[src/rtl/dmem_pkg.sv]
// Shared types and helpers for the RV32 data-memory stage (funct3 codes, FSM states, pipeline structs).
// Latency: n/a (types and pure functions only).
// Backpressure: n/a.
package dmem_pkg;

   typedef enum logic [2:0] {
      F3_B  = 3'b000,
      F3_H  = 3'b001,
      F3_W  = 3'b010,
      F3_BU = 3'b100,
      F3_HU = 3'b101
   } funct3_t;

   typedef enum logic [1:0] {
      IDLE,
      REQ,
      RESP
   } lsu_state_t;

   typedef enum logic [1:0] {
      SZ_B,
      SZ_H,
      SZ_W
   } acc_size_t;

   typedef struct packed {
      logic [31:0] pc;
      logic [4:0]  rd;
      logic        reg_write;
      logic        mem_to_reg;
      logic [31:0] alu_output;
   } mem_state_t;

   typedef struct packed {
      logic [31:0] pc;
      logic [4:0]  rd;
      logic        reg_write;
      logic        mem_to_reg;
      logic [31:0] alu_output;
      logic [31:0] final_out;
   } wback_state_t;

   // Access width from funct3; the unused codes (011/110/111) fall back to a word access.
   function automatic acc_size_t size_of(input logic [2:0] funct3);
      case (funct3)
         F3_B, F3_BU: size_of = SZ_B;
         F3_H, F3_HU: size_of = SZ_H;
         default:     size_of = SZ_W;
      endcase
   endfunction

   // Byte enables; half/word ignore the low address bits that would make them misaligned.
   function automatic logic [3:0] be_gen(input logic [2:0] funct3, input logic [1:0] a);
      case (size_of(funct3))
         SZ_B:    be_gen = 4'b0001 << a;
         SZ_H:    be_gen = 4'b0011 << {a[1], 1'b0};
         default: be_gen = 4'b1111;
      endcase
   endfunction

   function automatic logic misaligned(input logic [2:0] funct3, input logic [1:0] a);
      case (size_of(funct3))
         SZ_B:    misaligned = 1'b0;
         SZ_H:    misaligned = a[0];
         default: misaligned = (a != 2'b00);
      endcase
   endfunction

   function automatic wback_state_t wb_pack(input mem_state_t m, input logic reg_write,
                                            input logic [31:0] final_out);
      wback_state_t w;
      w.pc         = m.pc;
      w.rd         = m.rd;
      w.reg_write  = reg_write;
      w.mem_to_reg = m.mem_to_reg;
      w.alu_output = m.alu_output;
      w.final_out  = final_out;
      return w;
   endfunction

endpackage

[src/rtl/dmem_align.sv]
// Store lane replication / byte enables and load byte/half extraction with sign or zero extension.
// Latency: purely combinational, 0 cycles.
// Backpressure: none; the caller decides when the outputs are used.
module dmem_align
   import dmem_pkg::*;
(
   input  logic [2:0]  st_funct3,
   input  logic [1:0]  st_addr,
   input  logic [31:0] st_data,
   output logic [3:0]  st_be,
   output logic [31:0] st_lanes,
   input  logic [2:0]  ld_funct3,
   input  logic [1:0]  ld_addr,
   input  logic [31:0] ld_rdata,
   output logic [31:0] ld_data
);

   logic [7:0]  ld_byte;
   logic [15:0] ld_half;

   // Store side: replicate the byte/half into every lane so the enables alone select the target.
   always_comb begin
      st_be = be_gen(st_funct3, st_addr);
      case (size_of(st_funct3))
         SZ_B:    st_lanes = {4{st_data[7:0]}};
         SZ_H:    st_lanes = {2{st_data[15:0]}};
         default: st_lanes = st_data;
      endcase
   end

   // Load side: pick the addressed lane then extend; unused codes read as a full word.
   always_comb begin
      ld_byte = ld_rdata[{ld_addr, 3'b000} +: 8];
      ld_half = ld_addr[1] ? ld_rdata[31:16] : ld_rdata[15:0];
      case (ld_funct3)
         F3_B:    ld_data = {{24{ld_byte[7]}}, ld_byte};
         F3_H:    ld_data = {{16{ld_half[15]}}, ld_half};
         F3_BU:   ld_data = {24'h0, ld_byte};
         F3_HU:   ld_data = {16'h0, ld_half};
         default: ld_data = ld_rdata;
      endcase
   end

endmodule

[src/rtl/dmem_lsu.sv]
// RV32 MEM stage: drives a req/gnt/rvalid word memory, registers MEM->WB, watchdog aborts hung accesses.
// Latency: store completes in the gnt cycle, load in the rvalid cycle; WB register updates on the next edge.
// Backpressure: o_stall holds IF..MEM until completion; DMEM_MISALIGN_TRAP_EN adds o_misalign trapping.
module dmem_lsu
   import dmem_pkg::*;
#(
   parameter int DEPTH       = 2048,
   parameter int WADDR_WIDTH = $clog2(DEPTH),
   parameter int TIMEOUT     = 16
) (
   input  logic                   i_clk,
   input  logic                   i_reset,
   input  mem_state_t             i_mem_state,
   input  logic                   i_req_valid,
   input  logic                   i_we,
   input  logic [2:0]             i_funct3,
   input  logic [31:0]            i_addr,
   input  logic [31:0]            i_wdata,
   output logic                   o_stall,
   output wback_state_t           o_wback_state,
   output logic                   o_mem_req,
   output logic                   o_mem_we,
   output logic [WADDR_WIDTH-1:0] o_mem_addr,
   output logic [3:0]             o_mem_be,
   output logic [31:0]            o_mem_wdata,
   input  logic                   i_mem_gnt,
   input  logic                   i_mem_rvalid,
   input  logic [31:0]            i_mem_rdata,
   output logic                   o_bus_err
`ifdef DMEM_MISALIGN_TRAP_EN
   ,
   output logic                   o_misalign
`endif
);

   localparam int CW = $clog2(TIMEOUT + 1);

   lsu_state_t     state;
   logic [CW-1:0]  wd_cnt;
   mem_state_t     lat_state;
   logic           lat_we;
   logic [2:0]     lat_funct3;
   logic [1:0]     lat_addr_lo;

   logic           abort;
   logic           done_ok;
   logic           trap;
   logic [3:0]     st_be;
   logic [31:0]    st_lanes;
   logic [31:0]    ld_data;

   // Address bits above the memory window do not reach the memory port.
   logic           addr_hi_unused;
   assign addr_hi_unused = ^i_addr[31:WADDR_WIDTH+2];

   dmem_align u_align (
      .st_funct3 (i_funct3),
      .st_addr   (i_addr[1:0]),
      .st_data   (i_wdata),
      .st_be     (st_be),
      .st_lanes  (st_lanes),
      .ld_funct3 (lat_funct3),
      .ld_addr   (lat_addr_lo),
      .ld_rdata  (i_mem_rdata),
      .ld_data   (ld_data)
   );

   // Completion/abort decode and the combinational stall; the watchdog wins over a same-cycle response.
   always_comb begin
      abort   = (state != IDLE) && (wd_cnt == CW'(TIMEOUT));
      done_ok = 1'b0;
      if (!abort) begin
         case (state)
            REQ:     done_ok = i_mem_gnt && (lat_we || i_mem_rvalid);
            RESP:    done_ok = i_mem_rvalid;
            default: done_ok = 1'b0;
         endcase
      end
`ifdef DMEM_MISALIGN_TRAP_EN
      trap = (state == IDLE) && i_req_valid && misaligned(i_funct3, i_addr[1:0]);
`else
      trap = 1'b0;
`endif
      if (state == IDLE) o_stall = i_req_valid && !trap;
      else               o_stall = !(done_ok || abort);
   end

   // Access FSM, memory port registers, watchdog and the MEM/WB register.
   always_ff @(posedge i_clk or posedge i_reset) begin
      if (i_reset) begin
         state         <= IDLE;
         wd_cnt        <= '0;
         lat_state     <= '0;
         lat_we        <= 1'b0;
         lat_funct3    <= '0;
         lat_addr_lo   <= '0;
         o_wback_state <= '0;
         o_mem_req     <= 1'b0;
         o_mem_we      <= 1'b0;
         o_mem_addr    <= '0;
         o_mem_be      <= '0;
         o_mem_wdata   <= '0;
         o_bus_err     <= 1'b0;
`ifdef DMEM_MISALIGN_TRAP_EN
         o_misalign    <= 1'b0;
`endif
      end else begin
         o_bus_err <= abort;
`ifdef DMEM_MISALIGN_TRAP_EN
         o_misalign <= trap;
`endif
         if (abort)
            o_wback_state <= wb_pack(lat_state, 1'b0, lat_state.alu_output);
         else if (done_ok)
            o_wback_state <= wb_pack(lat_state, lat_state.reg_write,
                                     lat_we ? lat_state.alu_output : ld_data);
         else if (o_stall)
            o_wback_state <= '0;
         else
            o_wback_state <= wb_pack(i_mem_state, i_mem_state.reg_write && !trap,
                                     i_mem_state.alu_output);

         case (state)
            IDLE: begin
               if (i_req_valid && !trap) begin
                  state       <= REQ;
                  wd_cnt      <= '0;
                  lat_state   <= i_mem_state;
                  lat_we      <= i_we;
                  lat_funct3  <= i_funct3;
                  lat_addr_lo <= i_addr[1:0];
                  o_mem_req   <= 1'b1;
                  o_mem_we    <= i_we;
                  o_mem_addr  <= i_addr[WADDR_WIDTH+1:2];
                  o_mem_be    <= i_we ? st_be : 4'b0000;
                  o_mem_wdata <= i_we ? st_lanes : 32'h0;
               end
            end
            REQ: begin
               if (abort || done_ok) begin
                  state     <= IDLE;
                  wd_cnt    <= '0;
                  o_mem_req <= 1'b0;
                  o_mem_we  <= 1'b0;
               end else begin
                  wd_cnt <= wd_cnt + 1'b1;
                  if (i_mem_gnt) begin
                     state     <= RESP;
                     o_mem_req <= 1'b0;
                     o_mem_we  <= 1'b0;
                  end
               end
            end
            RESP: begin
               if (abort || done_ok) begin
                  state  <= IDLE;
                  wd_cnt <= '0;
               end else begin
                  wd_cnt <= wd_cnt + 1'b1;
               end
            end
            default: state <= IDLE;
         endcase
      end
   end

endmodule

[config.mk]
export PLATFORM = sky130hd
export DESIGN_NAME = dmem_lsu
export DESIGN_NICKNAME = d
export VERILOG_FILES = /design/src/rtl/dmem_pkg.sv /design/src/rtl/dmem_align.sv /design/src/rtl/dmem_lsu.sv
export SDC_FILE = /design/constraint.sdc
export NUM_CORES = 1
export LEC_CHECK = 0
export CORE_AREA = 2 2 155 157
export CTS_BUF_LIST = sky130_fd_sc_hd__clkbuf_4
export DETAILED_ROUTE_END_ITERATION = 10
export DIE_AREA = 0 0 157 159
export PLACE_DENSITY = 0.78
export SYNTH_ARGS = -nofsm -noshare
export SYNTH_HDL_FRONTEND = slang
export SYNTH_HIERARCHICAL = 1
export SYNTH_SLANG_ARGS = --single-unit
[constraint.sdc]
create_clock -name i_clk -period 18.61 [get_ports i_clk]
set_input_delay 3.722 -clock i_clk [delete_from_list [all_inputs] [get_ports i_clk]]
set_output_delay 3.722 -clock i_clk [all_outputs]
set_load 0.02 [all_outputs]
==> qor.txt <==
Synthesized cell area - 10500 um2
DRT iter0 DRCs - 423
Area leader, netlist - dfrtp_1
Least-Margin Pin Slew - 1.02 ns
#FFs+latches synth - 237
Critical Path Slowest Stage Cell - clkdlybuf4s50_1
Number of buffers created by CTS - 61
Cell area after placement - 13700 um2
RSZ-0062 raised after global routing - false
CTS tree - built
HP Class - reg2reg
Synth cell count leaders - dfrtp_1, nand2_1, mux2_2
Initial Util - 45.2%
Vias/cell - 5.33
Final min period - 9.48 ns
Dominant synthesized flop cell - dfrtp_1
Register area - 5930 um2
Met2 Use GR - 37.4%
DRC - 0
Multi-input logic area - 4150 um2
Die width - 157 um
Gr usage total - 22.9%
Power Dens Cells - 160 nW/um2
CTS Buffer Depth - 3
Fillers - 1855
Post-synthesis cell count - 869
Area grow syn2layout - 37.6%
CTS clk-pin slew, worst paths - 0.07 ns
Die height - 159 um
Site Rows - 56
Maximum number of pins on one net before global-route repair - 112
Share of cells above drive strength 1 - 17.8%
Buf/Inv on CP - 2
First-pass GRT wire length - 44800 um
Area share of the largest cell type after synthesis - 56.5%
Drt wl/cell - 18.8 um
Post-CTS setup buffers - 0
Initial DRT Pass Iterations - 4
Final hold violations - 0
Run status - completed
Met1 Usage GRT - 27.5%
H-tree depth - 2
Post-synthesis cell type count - 48
Worst IR Drop VDD - 0.0000941 V
CP required - 14.89 ns
CTS Hold Buffers Added - 0
Syn Area/Cell - 12.1 um2
Initial antenna violation count - 1
Max-slew violation count - 0
Vias in the first global route - 8269
Most used routing layer - met2
CTS root buf - clkbuf_4
CP Cell Sequence - clkdlybuf4s50_1 -> a31o_1 -> and3_1 -> nor2_1 -> o21a_1 -> clkdlybuf4s50_1
Final Instance Area - 14400 um2
TritonCTS Sinks - 237
Type of destination of the critical path - output pin
Achievable frequency - 105 MHz
Grt met3 use - 8.87%
Crit path max-delay family - buffers and inverters
Setup-failing EPs final - 0
Clock Latency Late Sink - 0.67 ns
Vias - 8187
Final GP Congestion - 0.834
Fin crit share - 50.9%
Die area - 25000 um2
Number of top-level pins - 330
CP most frequent cell - clkdlybuf4s50_1
Final Skew - 0.0215 ns
Overflow left after global routing - 0
Critical path arrival - 5.76 ns
Core box area - 23200 um2
EDFF count, synth - 0
CP peak stage delay - 0.61 ns
ANT nets after route - 0
Relative slew slack - 31.8%
# resized after CTS - 0
Critical path launch point type - primary input
Most frequent cell after synthesis - dfrtp_1
CP max FO - 7
Seq/Total Area, Yosys - 56.5%
Setup TNS - 0 ns
Classification of the worst setup path - in2out
NumNets Final - 1360
Hpwl dp - 19200 um
Syn_nets - 1051
Largest cells by area after synthesis - dfrtp_1, mux2_2, nand2_1, a22o_1, a221o_1
YS warnings - 6
DRT Wirelength - 28800 um
Leak pwr - 0.00663 uW
I/O Buffers - 310
Max-capacitance violation count - 0
Synth async-reset ratio - 100%
## per-layer routing
| metal | share of wire (%) | up-vias | wire length [um] |
|---|---|---|---|
| met4 | 2.8 | 0 | 802 |
| met3 | 10 | 57 | 2940 |
| li1 | - | 3777 | - |
| met2 | 48 | 354 | 13900 |
| met5 | 0 | - | 0 |
| met1 | 39 | 3999 | 11200 |
## metrics by stage
step | hold slack (ns) | worst slack, ns | total power [uW] | cells | utilization (%)
detailed placement | 0.471 | 9.14 | 1890 | 1434 | 59.1
floorplan | 0.467 | 8.38 | 1470 | 869 | -
CTS | 0.488 | 9.14 | 2330 | 1535 | 62.2
finish | 0.480 | 9.13 | 2300 | 1537 | 62.2
global placement | 0.462 | 9.17 | 1860 | 1434 | 59.1
global route | 0.492 | 9.06 | 2450 | 1536 | 62.2
## registers in the layout (all words and copies together) (netlist names), 2 cells and up
name and cells:
o_mem_be 4, lat_funct3 3, wd_cnt 5, lat_addr_lo 2, o_mem_addr 11, state 2
lat_state 71, o_wback_state 103, o_mem_wdata 32
## kinds of logic after synthesis
kind of cell | synth area share, %
DFF | 56.5
muxes | 13.9
adders and majority gates | 0.716
buffers and inverters | 4.19
xor gates and xnor gates | 0.0835
and+or+nand+nor | 9.04
AOI/OAI and AO/OA | 15.6
## final cells by class
cell class | instances | share of cell area, %
clock buffer | 85 | 4.42
multi-input combinational | 549 | 28.8
timing repair buffer | 320 | 22.0
antenna | 2 | 0.0347
tap | 319 | 2.76
inverter | 9 | 0.286
clock inverter | 16 | 0.641
sequential | 237 | 41.1
## final timing paths
path | from | to | slack (ns) | cells after the start
hold / removal | o_mem_be[2]$_DFFE_PP0P_ | o_mem_be[2]$_DFFE_PP0P_ | 0.48 | 2
setup / recovery | i_mem_gnt | o_stall | 9.13 | 6
hold reg to reg | o_mem_be[2]$_DFFE_PP0P_ | o_mem_be[2]$_DFFE_PP0P_ | 0.48 | 2
min in group asynchronous | i_reset | o_wback_state[75]$_DFF_PP0_ | 3.60 | 2
max in group asynchronous | i_reset | o_mem_addr[2]$_DFFE_PP0P_ | 13.61 | 3
setup reg to reg | state[1]$_DFFE_PP0P_ | lat_state[47]$_DFFE_PP0P_ | 15.65 | 5
## cell usage in the layout (no fill, tap or decap), drive strengths merged, types with 3 or more instances in the layout
cell	instances
inv	10
o21ai	49
and2	34
nand3b	9
nand3	3
a22o	49
dfrtp	237
clkdlybuf4s50	310
a221o	40
o22ai	4
ha	6
nand2	118
o21a	3
nor2	7
a21oi	10
nor3b	4
mux2i	24
clkinv	14
clkbuf	85
a22oi	4
mux2	106
a21o	35
o22a	8
nand2b	3
nor2b	12
buf	10
## report_power, final
| group | switching, uW | total [uW] | internal, uW | leakage, uW |
|---|---|---|---|---|
| registers | 125 | 856 | 731 | 0.00302 |
| clock network | 205 | 428 | 222 | 0.000436 |
| logic | 514 | 1020 | 506 | 0.00318 |
## worst min-delay path, stage by stage, from the launching register on
cell	delay, ns
dfrtp_1	0.35
nand2_1	0.04
o21ai_0	0.06
Note: power is estimated with default switching activity, not from simulation.
